**config.mk**
```make
export PLATFORM = sky130hd
export DESIGN_NAME = lane_striper_1xn
export DESIGN_NICKNAME = d
export VERILOG_FILES = /design/src/rtl/lane_striper_1xn.sv
export SDC_FILE = /design/constraint.sdc
export NUM_CORES = 1
export LEC_CHECK = 0
export CAP_MARGIN = 40
export CORE_ASPECT_RATIO = 0.75
export CORE_MARGIN = 4
export CORE_UTILIZATION = 25
export DETAILED_ROUTE_END_ITERATION = 7
export PLACE_DENSITY = 0.44
export SLEW_MARGIN = 20
export SYNTH_ARGS = -nofsm -noshare
export SYNTH_HDL_FRONTEND = slang
export SYNTH_SLANG_ARGS = --single-unit
```
**constraint.sdc**
```tcl
create_clock -name clk -period 3.15 [get_ports clk]
set_input_delay 0.4725 -clock clk [delete_from_list [all_inputs] [get_ports clk]]
set_output_delay 0.4725 -clock clk [all_outputs]
set_load 0.01 [all_outputs]
```
**src/rtl/lane_striper_1xn.sv**
```systemverilog
// lane_striper_1xn
// ----------------
// Stripes a serial stream of WIDTH-bit symbols round-robin across up to LANES
// lane slots and presents each completed group as one parallel word with
// per-lane valids. The link width can change at runtime (x1/x2/x4/...), but a
// new width only takes effect at a group boundary. A flush closes a partial
// group and pads the unfilled lanes. The output register is held under
// backpressure.
//
// Ports
//   clk           rising-edge clock
//   reset         synchronous, active-high reset
//   data_in       input symbol
//   valid_in      data_in valid
//   ready_in      block can accept data_in this cycle (combinational)
//   flush         close the current partial group (honoured only when ready_in=1)
//   active_lanes  requested link width: 1,2,4,...,LANES; illegal values mean LANES
//   out_ready     downstream accepts the presented group
//   data_out      lane i at data_out[i*WIDTH +: WIDTH]
//   valid_out     per-lane valid of the presented group
//   group_cnt     number of groups launched, wraps at 16 bits

module lane_striper_1xn #(
    parameter int unsigned      WIDTH = 8,
    parameter int unsigned      LANES = 4,
    parameter logic [WIDTH-1:0] PAD   = 8'hF7,
    localparam int unsigned     LW    = $clog2(LANES) + 1
) (
    input  logic                   clk,
    input  logic                   reset,
    input  logic [WIDTH-1:0]       data_in,
    input  logic                   valid_in,
    output logic                   ready_in,
    input  logic                   flush,
    input  logic [LW-1:0]          active_lanes,
    input  logic                   out_ready,
    output logic [LANES*WIDTH-1:0] data_out,
    output logic [LANES-1:0]       valid_out,
    output logic [15:0]            group_cnt
);

    localparam int unsigned PW = $clog2(LANES);

    // Write pointer into the assembly register.
    logic [PW-1:0]          ptr_q, ptr_d;
    // Width latched on the first symbol of a group.
    logic [LW-1:0]          act_q, act_d;
    // Assembly slots for the group under construction.
    logic [WIDTH-1:0]       asm_q [LANES];
    logic [WIDTH-1:0]       asm_d [LANES];
    // Presented output group.
    logic [LANES*WIDTH-1:0] dout_q, dout_d;
    logic [LANES-1:0]       vld_q, vld_d;
    logic [15:0]            cnt_q, cnt_d;

    logic [LW-1:0] dec_act;
    logic [LW-1:0] eff_act;
    logic [LW-1:0] ptr_ext;
    logic [LW-1:0] fill_n;
    logic          accept;
    logic          last_sym;
    logic          flush_go;
    logic          launch;

    // Width decode: anything that is not a power of two in 1..LANES selects
    // the full width.
    always_comb begin
        dec_act = LW'(LANES);
        if ((active_lanes != '0) &&
            ((active_lanes & (active_lanes - LW'(1))) == '0) &&
            (active_lanes <= LW'(LANES))) begin
            dec_act = active_lanes;
        end
    end

    // Mid-group the latched width wins so a width change cannot split a group.
    assign ptr_ext  = LW'(ptr_q);
    assign eff_act  = (ptr_q == '0) ? dec_act : act_q;

    // The output register can be overwritten only when empty or being drained.
    assign ready_in = (vld_q == '0) || out_ready;
    assign accept   = valid_in && ready_in;
    assign last_sym = accept && (ptr_ext == eff_act - LW'(1));

    // A flush with nothing assembled and nothing arriving is a no-op.
    assign flush_go = flush && ready_in && (accept || (ptr_q != '0));
    assign launch   = last_sym || flush_go;

    // Number of slots filled in the launched group, counting this cycle's symbol.
    assign fill_n   = accept ? (ptr_ext + LW'(1)) : ptr_ext;

    always_comb begin
        ptr_d  = ptr_q;
        act_d  = act_q;
        asm_d  = asm_q;
        dout_d = dout_q;
        vld_d  = vld_q;
        cnt_d  = cnt_q;

        if (accept) begin
            asm_d[ptr_q] = data_in;
            if (ptr_q == '0) begin
                act_d = dec_act;
            end
            ptr_d = ptr_q + PW'(1);
        end

        if (launch) begin
            ptr_d = '0;
            // asm_d already carries the symbol accepted this cycle.
            for (int i = 0; i < LANES; i++) begin
                if (LW'(i) < fill_n) begin
                    dout_d[i*WIDTH +: WIDTH] = asm_d[i];
                    vld_d[i]                 = 1'b1;
                end else begin
                    dout_d[i*WIDTH +: WIDTH] = PAD;
                    vld_d[i]                 = 1'b0;
                end
            end
            cnt_d = cnt_q + 16'd1;
        end else if (out_ready) begin
            // data_out is left as is; only the valids are retired.
            vld_d = '0;
        end
    end

    always_ff @(posedge clk) begin
        if (reset) begin
            ptr_q  <= '0;
            act_q  <= LW'(LANES);
            dout_q <= '0;
            vld_q  <= '0;
            cnt_q  <= '0;
            for (int i = 0; i < LANES; i++) begin
                asm_q[i] <= '0;
            end
        end else begin
            ptr_q  <= ptr_d;
            act_q  <= act_d;
            dout_q <= dout_d;
            vld_q  <= vld_d;
            cnt_q  <= cnt_d;
            for (int i = 0; i < LANES; i++) begin
                asm_q[i] <= asm_d[i];
            end
        end
    end

    assign data_out  = dout_q;
    assign valid_out = vld_q;
    assign group_cnt = cnt_q;

endmodule

```
**Yosys cells after proc, flatten, opt, wreduce, memory -nomap -nowiden**

Cells that the tools add are included.
W data, S select, Z words.

- Bits in registers: 89
- Output and inout port bits: 53
- Logic and storage cells: 58

- Multiplexer cells: 17
- Equality and inequality tests: 1
- $add $sub $neg: 5
- Bitwise gates (word level): 2
- Reductions and logical operators: 17
- Magnitude comparators: 7

Operators with widths:

| cell | number |
|---|---|
| $mux W8 | 5 |
| $bwmux W32 | 1 |
| $mux W32 | 1 |
| $add A16 B1 Y16 const B | 1 |
| $demux W8 S2 | 1 |
| $mux W3 | 3 |
| $mux W4 | 2 |
| $logic_and A1 B1 Y1 | 7 |
| $lt A1 B3 Y1 const A | 2 |
| $lt A2 B3 Y1 const A | 2 |
| $sub A3 B1 Y3 const B | 2 |
| $logic_not A4 Y1 | 1 |
| $mux W1 | 4 |
| $reduce_bool A2 Y1 | 2 |
| $add A2 B1 Y3 const B | 1 |
| $and A3 B3 Y3 | 1 |
| $eq A2 B3 Y1 | 1 |
| $ge A3 B3 Y1 const B | 1 |
| $le A3 B3 Y1 const B | 1 |
| $logic_not A3 Y1 | 1 |
| $logic_or A1 B1 Y1 | 3 |
| $lt A3 B1 Y1 const B | 1 |
| $not A2 Y3 | 1 |
| $reduce_bool A3 Y1 | 1 |
| other kinds (3) | 3 |

**Longest topological paths before layout**

Gate-level depths: netlist of run 1.

- Word-level depth: 12
- Mapped depth: 11
- Depth with buffers taken out: 8

**Least setup slack after synthesis of run 1**

Ideal clock, no wire load.

- Path type: register to register
- From: register ptr_q[0]
- To: register cnt_q[15] (netlist: group_cnt[15])
- Buffers on the path: 2
- Data required time: 3.029 ns
- Setup time: 0.121 ns
- Arrival time: 2.687 ns
- Stages on the path, launching flop included: 11
- Slack: 0.342 ns
- Cells stage by stage: dfxtp_1 > inv_1 > ha_1 > buf_6 > mux2i_4 > ha_1 > xnor2_1 > o41a_1 > buf_2 > nor4_1 > mux2_2

- Word-level cells in the longest chain between the ends: 6

RTL lines:

| element | line | RTL |
|---|---|---|
| start: declaration | 45 | `logic [PW-1:0] ptr_q, ptr_d;` |
| start signal: assignment | 138 | `ptr_q <= ptr_d;` |
| $logic_not A2 Y1 | 78 | `assign eff_act = (ptr_q == '0) ? dec_act : act_q;` |
| $mux W3 | n/a |  |
| $sub A3 B1 Y3 | 83 | `assign last_sym = accept && (ptr_ext == eff_act - LW'(1));` |
| $eq A2 B3 Y1 | 83 |  |
| $logic_and A1 B1 Y1 | 83 |  |
| $logic_or A1 B1 Y1 (*) | 87 | `assign launch = last_sym \|\| flush_go;` |
| end signal: assignment | 142 | `cnt_q <= cnt_d;` |
| end: declaration | 54 | `logic [15:0] cnt_q, cnt_d;` |

Every way passes the cells marked *; elsewhere a longest branch is shown, timed or not.
A chain may end at the register's enable or synchronous reset.

**Worst setup path in the final report of run 1**

- From: input port active_lanes[0]
- To: register cnt_q[12] (netlist: group_cnt[12])

- Word-level cells in the longest chain between the ends: 11

RTL lines:

| element | line | RTL |
|---|---|---|
| start: declaration | 35 | `input logic [LW-1:0] active_lanes,` |
| $sub A3 B1 Y3 | 70 | `((active_lanes & (active_lanes - LW'(1))) == '0) &&` |
| $and A3 B3 Y3 | 70 |  |
| $logic_not A3 Y1 | 70 |  |
| $logic_and A1 B1 Y1 | 69 | `if ((active_lanes != '0) &&` |
| $logic_and A1 B1 Y1 | 70 |  |
| $mux W3 (*) | 69 |  |
| $mux W3 (*) | n/a |  |
| $sub A3 B1 Y3 (*) | 83 |  |
| $eq A2 B3 Y1 (*) | 83 |  |
| $logic_and A1 B1 Y1 (*) | 83 |  |
| $logic_or A1 B1 Y1 (*) | 87 |  |

Marks and branches as above.

==> metrics.txt, run 1 <==
status=complete, no violations; critical path, cell by cell=clkdlybuf4s50_1 > nor3b_1 > buf_4 > mux2i_4 > ha_1 > xnor2_1 > o41a_1 > buf_12 > or4_1 > a21oi_1; Reg2Reg Setup Slack=0.19 ns; max-slew violation count=0; Slew @ Worst Pin=0.419 ns; Fin. Hold Viols=0; top-count cell post-synth=dfxtp_1; # Post-CTS Setup Buffers=0; Final Net Count=463; Hold Slack=0.364 ns; RSZ-0062 raised after global routing=yes; Synth Flop Type=dfxtp_1; crit-path max cell delay=0.51 ns; largest net degree at the start of global routing=44; Yosys top cell area share=0.471; vias in the first global route=2,992; CTS tree=yes; skew final=0.00761 ns; post-cts resize count=0; dpl hpwl=6940 µm; R2R Path Start=ptr_q[0]$_SDFFE_PP0P_; share of layout cells above drive strength 1=0.110; Port Buf Inserts=68; area leader, netlist=dfxtp_1; drt initial violations=164; Cell Rows=36; layout overhead on the synthesized area=37.7%; Die Span X=143 µm; total number of vias=3,075; critical path endpoint category=flop; largest fanout on the critical path=16; Final GP Congestion=0.714; crit path capture=group_cnt[12]$_SDFFE_PP0P_; TritonRoute pass-1 iters=5; minimum clock period after layout=3.02 ns; relative slew slack=0.718; die height=110 µm; WP data required=3.41 ns; ranking of synthesized cells by area=dfxtp_1 47%, mux2i_1 8.7%, a21oi_1 6.8%; Seq/Total Area, Yosys=0.471; critical path startpoint=active_lanes[0]; total power=2.67 mW; Initial Utilization=0.260; mapped cell area=3440 µm²; # Max-Cap Violations=0; period utilisation layout=0.958; Synth Net Count=390; gr usage total=0.135; DR vias/cell=4.98; DRC=0; antenna-violating nets left=0; core box area=13,200 µm²; final setup vio count=0; CTS hold repair buffers=0; Buf/Inv on CP=3; synthesized area per cell=9.35 µm²; Cells after Synth=368; Crit path arrival time=3.28 ns; Reg clk slew, reported paths=0.07 ns; Yosys reg bits=81; Clock Latency Late Sink=0.34 ns; CP Launch Type=primary input; Netlist cell types=41; EDFF count, synth=0; Leakage Power=1.79 nW; stages on the worst setup path=10; FFs w/ async S/R, synth=0; Post-DP Area=4430 µm²; cell area power density=564 nW/µm²; TNS Setup=0 ns; htree depth=3; Hold WC Path Type=primary input to flop; total CTS buffers=9; final instance area=4740 µm²; I/O pin total=69; Avg WL per Cell=16.8 µm; CP top delay family=buffers and inverters; overall routed net length=10,400 µm; Ys Warns=0; clk root buf=clkbuf_16; WS Path Type=primary input to flop; worst-case clock buffer depth=2; fmax=331 MHz; CTS sink count=81; first-pass GRT wire length=16,400 µm; peak supply drop=0.286 mV; most frequent cells after synthesis=81 x dfxtp_1, 47 x a21oi_1, 33 x nor2_1, 30 x mux2i_1; # diodes=0; final core occ=0.358; CP max-delay cell=clkdlybuf4s50_1; Fill cells=1,373; antenna violations before repair=0; reg-to-reg critical path endpoint=group_cnt[12]$_SDFFE_PP0P_; Hold Startpoint=reset; full die area=15,700 µm²; total congestion overflow=0; Worst Reg-to-Reg Cells=9
## cell usage in the layout (no fill, tap or decap), types with 2 or more instances in the layout
cell type,Yosys,routed
nor3b_1,2,2
o211ai_1,3,3
or4_1,12,12
clkinv_4,0,2
nor3_1,16,16
xnor2_1,3,3
mux2i_1,30,30
nor2_1,33,33
nor4_2,1,2
o21ai_0,8,8
nor2b_1,2,2
a311oi_1,21,21
clkbuf_16,0,9
dfxtp_1,81,81
nand3_1,10,10
a21oi_1,47,47
o31ai_1,12,12
mux2_2,2,2
inv_1,9,9
buf_12,0,5
ha_1,6,6
buf_2,7,2
clkinv_2,0,2
xor2_1,2,2
clkdlybuf4s50_1,0,67
nand2b_1,7,7
nand4_1,6,6
buf_4,0,18
and3_1,3,3
nand2_1,7,7
## cell type report
class                           instances  area (µm²)  share of cell area
Clock inverter                          7        55.1              0.0116
Inverter                               10        37.5             0.00792
Sequential cell                        81        1620               0.342
Clock buffer                            9         225              0.0475
Timing Repair Buffer                   92         916               0.193
Tap cell                              171         214              0.0451
Multi-Input combinational cell        247        1670               0.352
## worst register-to-register path, stage by stage (launching register included)
cell     delay, ns
dfxtp_1       0.44
inv_1         0.09
ha_1          0.28
mux2i_4       0.22
ha_1          0.31
xnor2_1       0.17
o41a_1        0.51
buf_12        0.20
or4_1         0.51
a21oi_1       0.16
## metal layers
metal | share of wire | track usage | vias to the layer above | wire length (µm)
li1 | - | - | 1522 | -
met1 | 0.53 | 0.198 | 1477 | 5470
met2 | 0.41 | 0.192 | 65 | 4310
met3 | 0.046 | 0.0357 | 11 | 480
met4 | 0.012 | 0.0376 | 0 | 123
met5 | 0 | 0 | - | 0
## power by group
group | internal, mW | switching (mW)
clock | 0.542 | 0.444
combinational | 0.259 | 0.287
sequential | 1.10 | 0.0423
## kinds of logic (layout without fill, tap and decap cells)
logic type,count (synthesis),count (layout),share of synthesized area
and+or+nand+nor,105,105,0.160
AOI/OAI and AO/OA,98,98,0.185
DFF,81,81,0.471
buffers and inverters,40,118,0.0484
muxes,33,33,0.100
adders and majority gates,6,6,0.0218
xor gates and xnor gates,5,5,0.0127
## how the worst min path moves through the flow
| stage | to | cells after the start |
|---|---|---|
| after floorplan | act_q[2]$_SDFFE_PP1P_ | 2 |
| after global placement | act_q[2]$_SDFFE_PP1P_ | 2 |
| after detailed placement | data_out[19]$_SDFFE_PP0P_ | 2 |
| after CTS | data_out[3]$_SDFFE_PP0P_ | 2 |
| after global routing | group_cnt[1]$_SDFFE_PP0P_ | 2 |
| final | group_cnt[1]$_SDFFE_PP0P_ | 2 |
## state kept, by name, summed over array words and instances, names as in the netlist
signal	cells
act_q	3
asm_q	24
data_out	32
group_cnt	16
ptr_q	2
valid_out	4
## metrics by stage
stage,worst slack (ns),std cells
after floorplan,0.342,368
after global placement,-0.162,598
after detailed placement,-0.205,599
after CTS,0.136,615
after global routing,-0.00932,617
final,0.133,617
Power figures use the tool's default switching activity.
==> inputs of run 2 (changes only) <==
- ABC_AREA: default -> 0
==> results of run 2 <==
No change in the layout: final DEF, timing and power equal those of run 1.
==> RTL change, RTL diff (flow settings as in run 1) <==
Reset style: asynchronous (`reset`), changed in one clocked block. Comments in the files are not updated.
--- a/src/rtl/lane_striper_1xn.sv
+++ b/src/rtl/lane_striper_1xn.sv
@@ -126,3 +126,3 @@
 
-    always_ff @(posedge clk) begin
+    always_ff @(posedge clk or posedge reset) begin
         if (reset) begin
Function: differs if reset is asserted again (counterexample within 4 cycles, from zero or initial values and one cycle with reset high); with reset held inactive, the same outputs for 10 cycles.
==> RTL change against run 1 <==
First-iteration DRC count fell by 23%; hold slack improved by 110 ps; critical path type is now reg -> reg; register-to-register slack better by 40 ps; setup slack better by 100 ps; synthesized area is 10% higher; wire length is 3.1% lower; sequential cell count did not move; final area is 6.4% higher.
Power is not compared: it rests on default switching activity, and its combinational part moved more than twofold at a synthesized area within 25%.
==> RTL change: results (changes against run 1) <==
<table>
<tr><th>Metric</th><th>Value</th></tr>
<tr><th colspan="2">GRT</th></tr>
<tr><td>Met2 Usage GRT</td><td>16.7% (-2.5 points)</td></tr>
<tr><td>GRT Util Overall</td><td>12.2% (-1.2 points)</td></tr>
<tr><td>Pin count of the biggest net entering global routing</td><td>35 (-20%)</td></tr>
<tr><td>GR met3 Demand/Resource</td><td>3.44% (-0.12 points)</td></tr>
<tr><td>Via count of the first global-routing pass</td><td>2916 (-2.5%)</td></tr>
<tr><th colspan="2">Worst setup path</th></tr>
<tr><td>Largest fanout on the critical path</td><td>14 (-2)</td></tr>
<tr><td>Arrival time of data at the critical path endpoint</td><td>3110 ps (-170 ps)</td></tr>
<tr><td>Cell at the slowest stage of the critical path</td><td>sky130_fd_sc_hd__dfrtp_1</td></tr>
<tr><td>Capture instance of the worst register-to-register path</td><td>data_out[15]</td></tr>
<tr><td>Crit Reg-Reg Startpoint</td><td>ptr_q[1]</td></tr>
<tr><th colspan="2">Worst hold path</th></tr>
<tr><td>Worst Hold Path EP</td><td>group_cnt[15]</td></tr>
<tr><td>Launch point of the worst hold path</td><td>group_cnt[15]</td></tr>
<tr><td>Count of cells along the worst hold path</td><td>1 (-1)</td></tr>
<tr><th colspan="2">Route</th></tr>
<tr><td>Starting DRT DRC Count</td><td>126 (-23%)</td></tr>
<tr><td>WL/cell</td><td>16.8 µm (-0.16%)</td></tr>
<tr><td>Via-per-instance ratio</td><td>4.63 (-7.2%)</td></tr>
<tr><th colspan="2">Timing</th></tr>
<tr><td>Slew at the pin closest to its max-slew limit</td><td>806 ps (+388 ps)</td></tr>
<tr><th colspan="2">Layout</th></tr>
<tr><td>Filler Cell Count</td><td>1483 (+8.0%)</td></tr>
<tr><td>Share of final-layout standard cells stronger than drive strength 1</td><td>17.5% (+6.6 points)</td></tr>
<tr><th colspan="2">Run status</th></tr>
<tr><td>Status</td><td>finished clean</td></tr>
<tr><th colspan="2">Synthesis</th></tr>
<tr><td>Top cell types by occurrence after synthesis</td><td>80 x sky130_fd_sc_hd__dfrtp_1, 32 x sky130_fd_sc_hd__inv_1, 27 x sky130_fd_sc_hd__mux2_2</td></tr>
<tr><td>Post-Synthesis Mean Instance Area</td><td>11.9 µm² (+27%)</td></tr>
<tr><td>Sequential area share after synthesis</td><td>53.6% (+6.4 points)</td></tr>
<tr><th colspan="2">Placement</th></tr>
<tr><td>Placed cell count</td><td>584 (-2.5%)</td></tr>
<tr><td>Placement-stage cell area</td><td>4770 µm² (+7.7%)</td></tr>
</table>
RTL change: cell count changes after synthesis, sizes merged, moves of 23 or more:
| cell | change |
|---|---|
| mux2i | -31 |
| mux2 | +25 |
| a21oi | -41 |
| dfrtp | +80 |
| dfxtp | -81 |
| inv | +23 |
| nor2 | -29 |
RTL change: worst max path at each step:
stage                   start            to  slack [ps]  cells after the start
CTS                  ptr_q[1]  data_out[22]         250                      8
detailed placement   ptr_q[1]  data_out[22]         270                      8
floorplan            ptr_q[0]  data_out[16]         510                     11
global route         ptr_q[1]  data_out[22]          20                      8
global placement    out_ready   data_out[2]         290                      4
finish               ptr_q[1]  data_out[15]         230                      8
RTL change: kinds of logic (layout without fill, tap and decap cells):
| family | count (synthesis) | count (layout) | share of synthesized area [%] |
|---|---|---|---|
| AOI/OAI and AO/OA | 97 | 97 | 21.0 |
| xor gates and xnor gates | 16 | 16 | 3.70 |
| adders and majority gates | 5 | 5 | 1.65 |
| buffers and inverters | 50 | 130 | 5.62 |
| DFF | 81 | 81 | 53.6 |
| muxes | 27 | 27 | 8.03 |
| and+or+nand+nor | 43 | 43 | 6.41 |
RTL change: where the power goes:
group | internal (W) | total, W | switching, W
Combinational | 0.00103 | 0.00203 | 0.000997
Sequential | 0.00147 | 0.00175 | 0.000287
Clock | 0.000548 | 0.000959 | 0.000411
RTL change: area by class of cell:
type,count,share of cell area (%)
sequential,81,40.2
tap,200,4.96
clock inverter,5,0.645
inverter,32,2.41
multi-input combinational,188,31.0
clock buffer,10,4.74
timing repair buffer,83,16.0
RTL change: per-layer routing:
layer | part of all wire (%) | vias up
met5 | 0 | -
met4 | 0.55 | 0
met3 | 5.0 | 6
met2 | 41 | 61
met1 | 53 | 1373
li1 | - | 1331
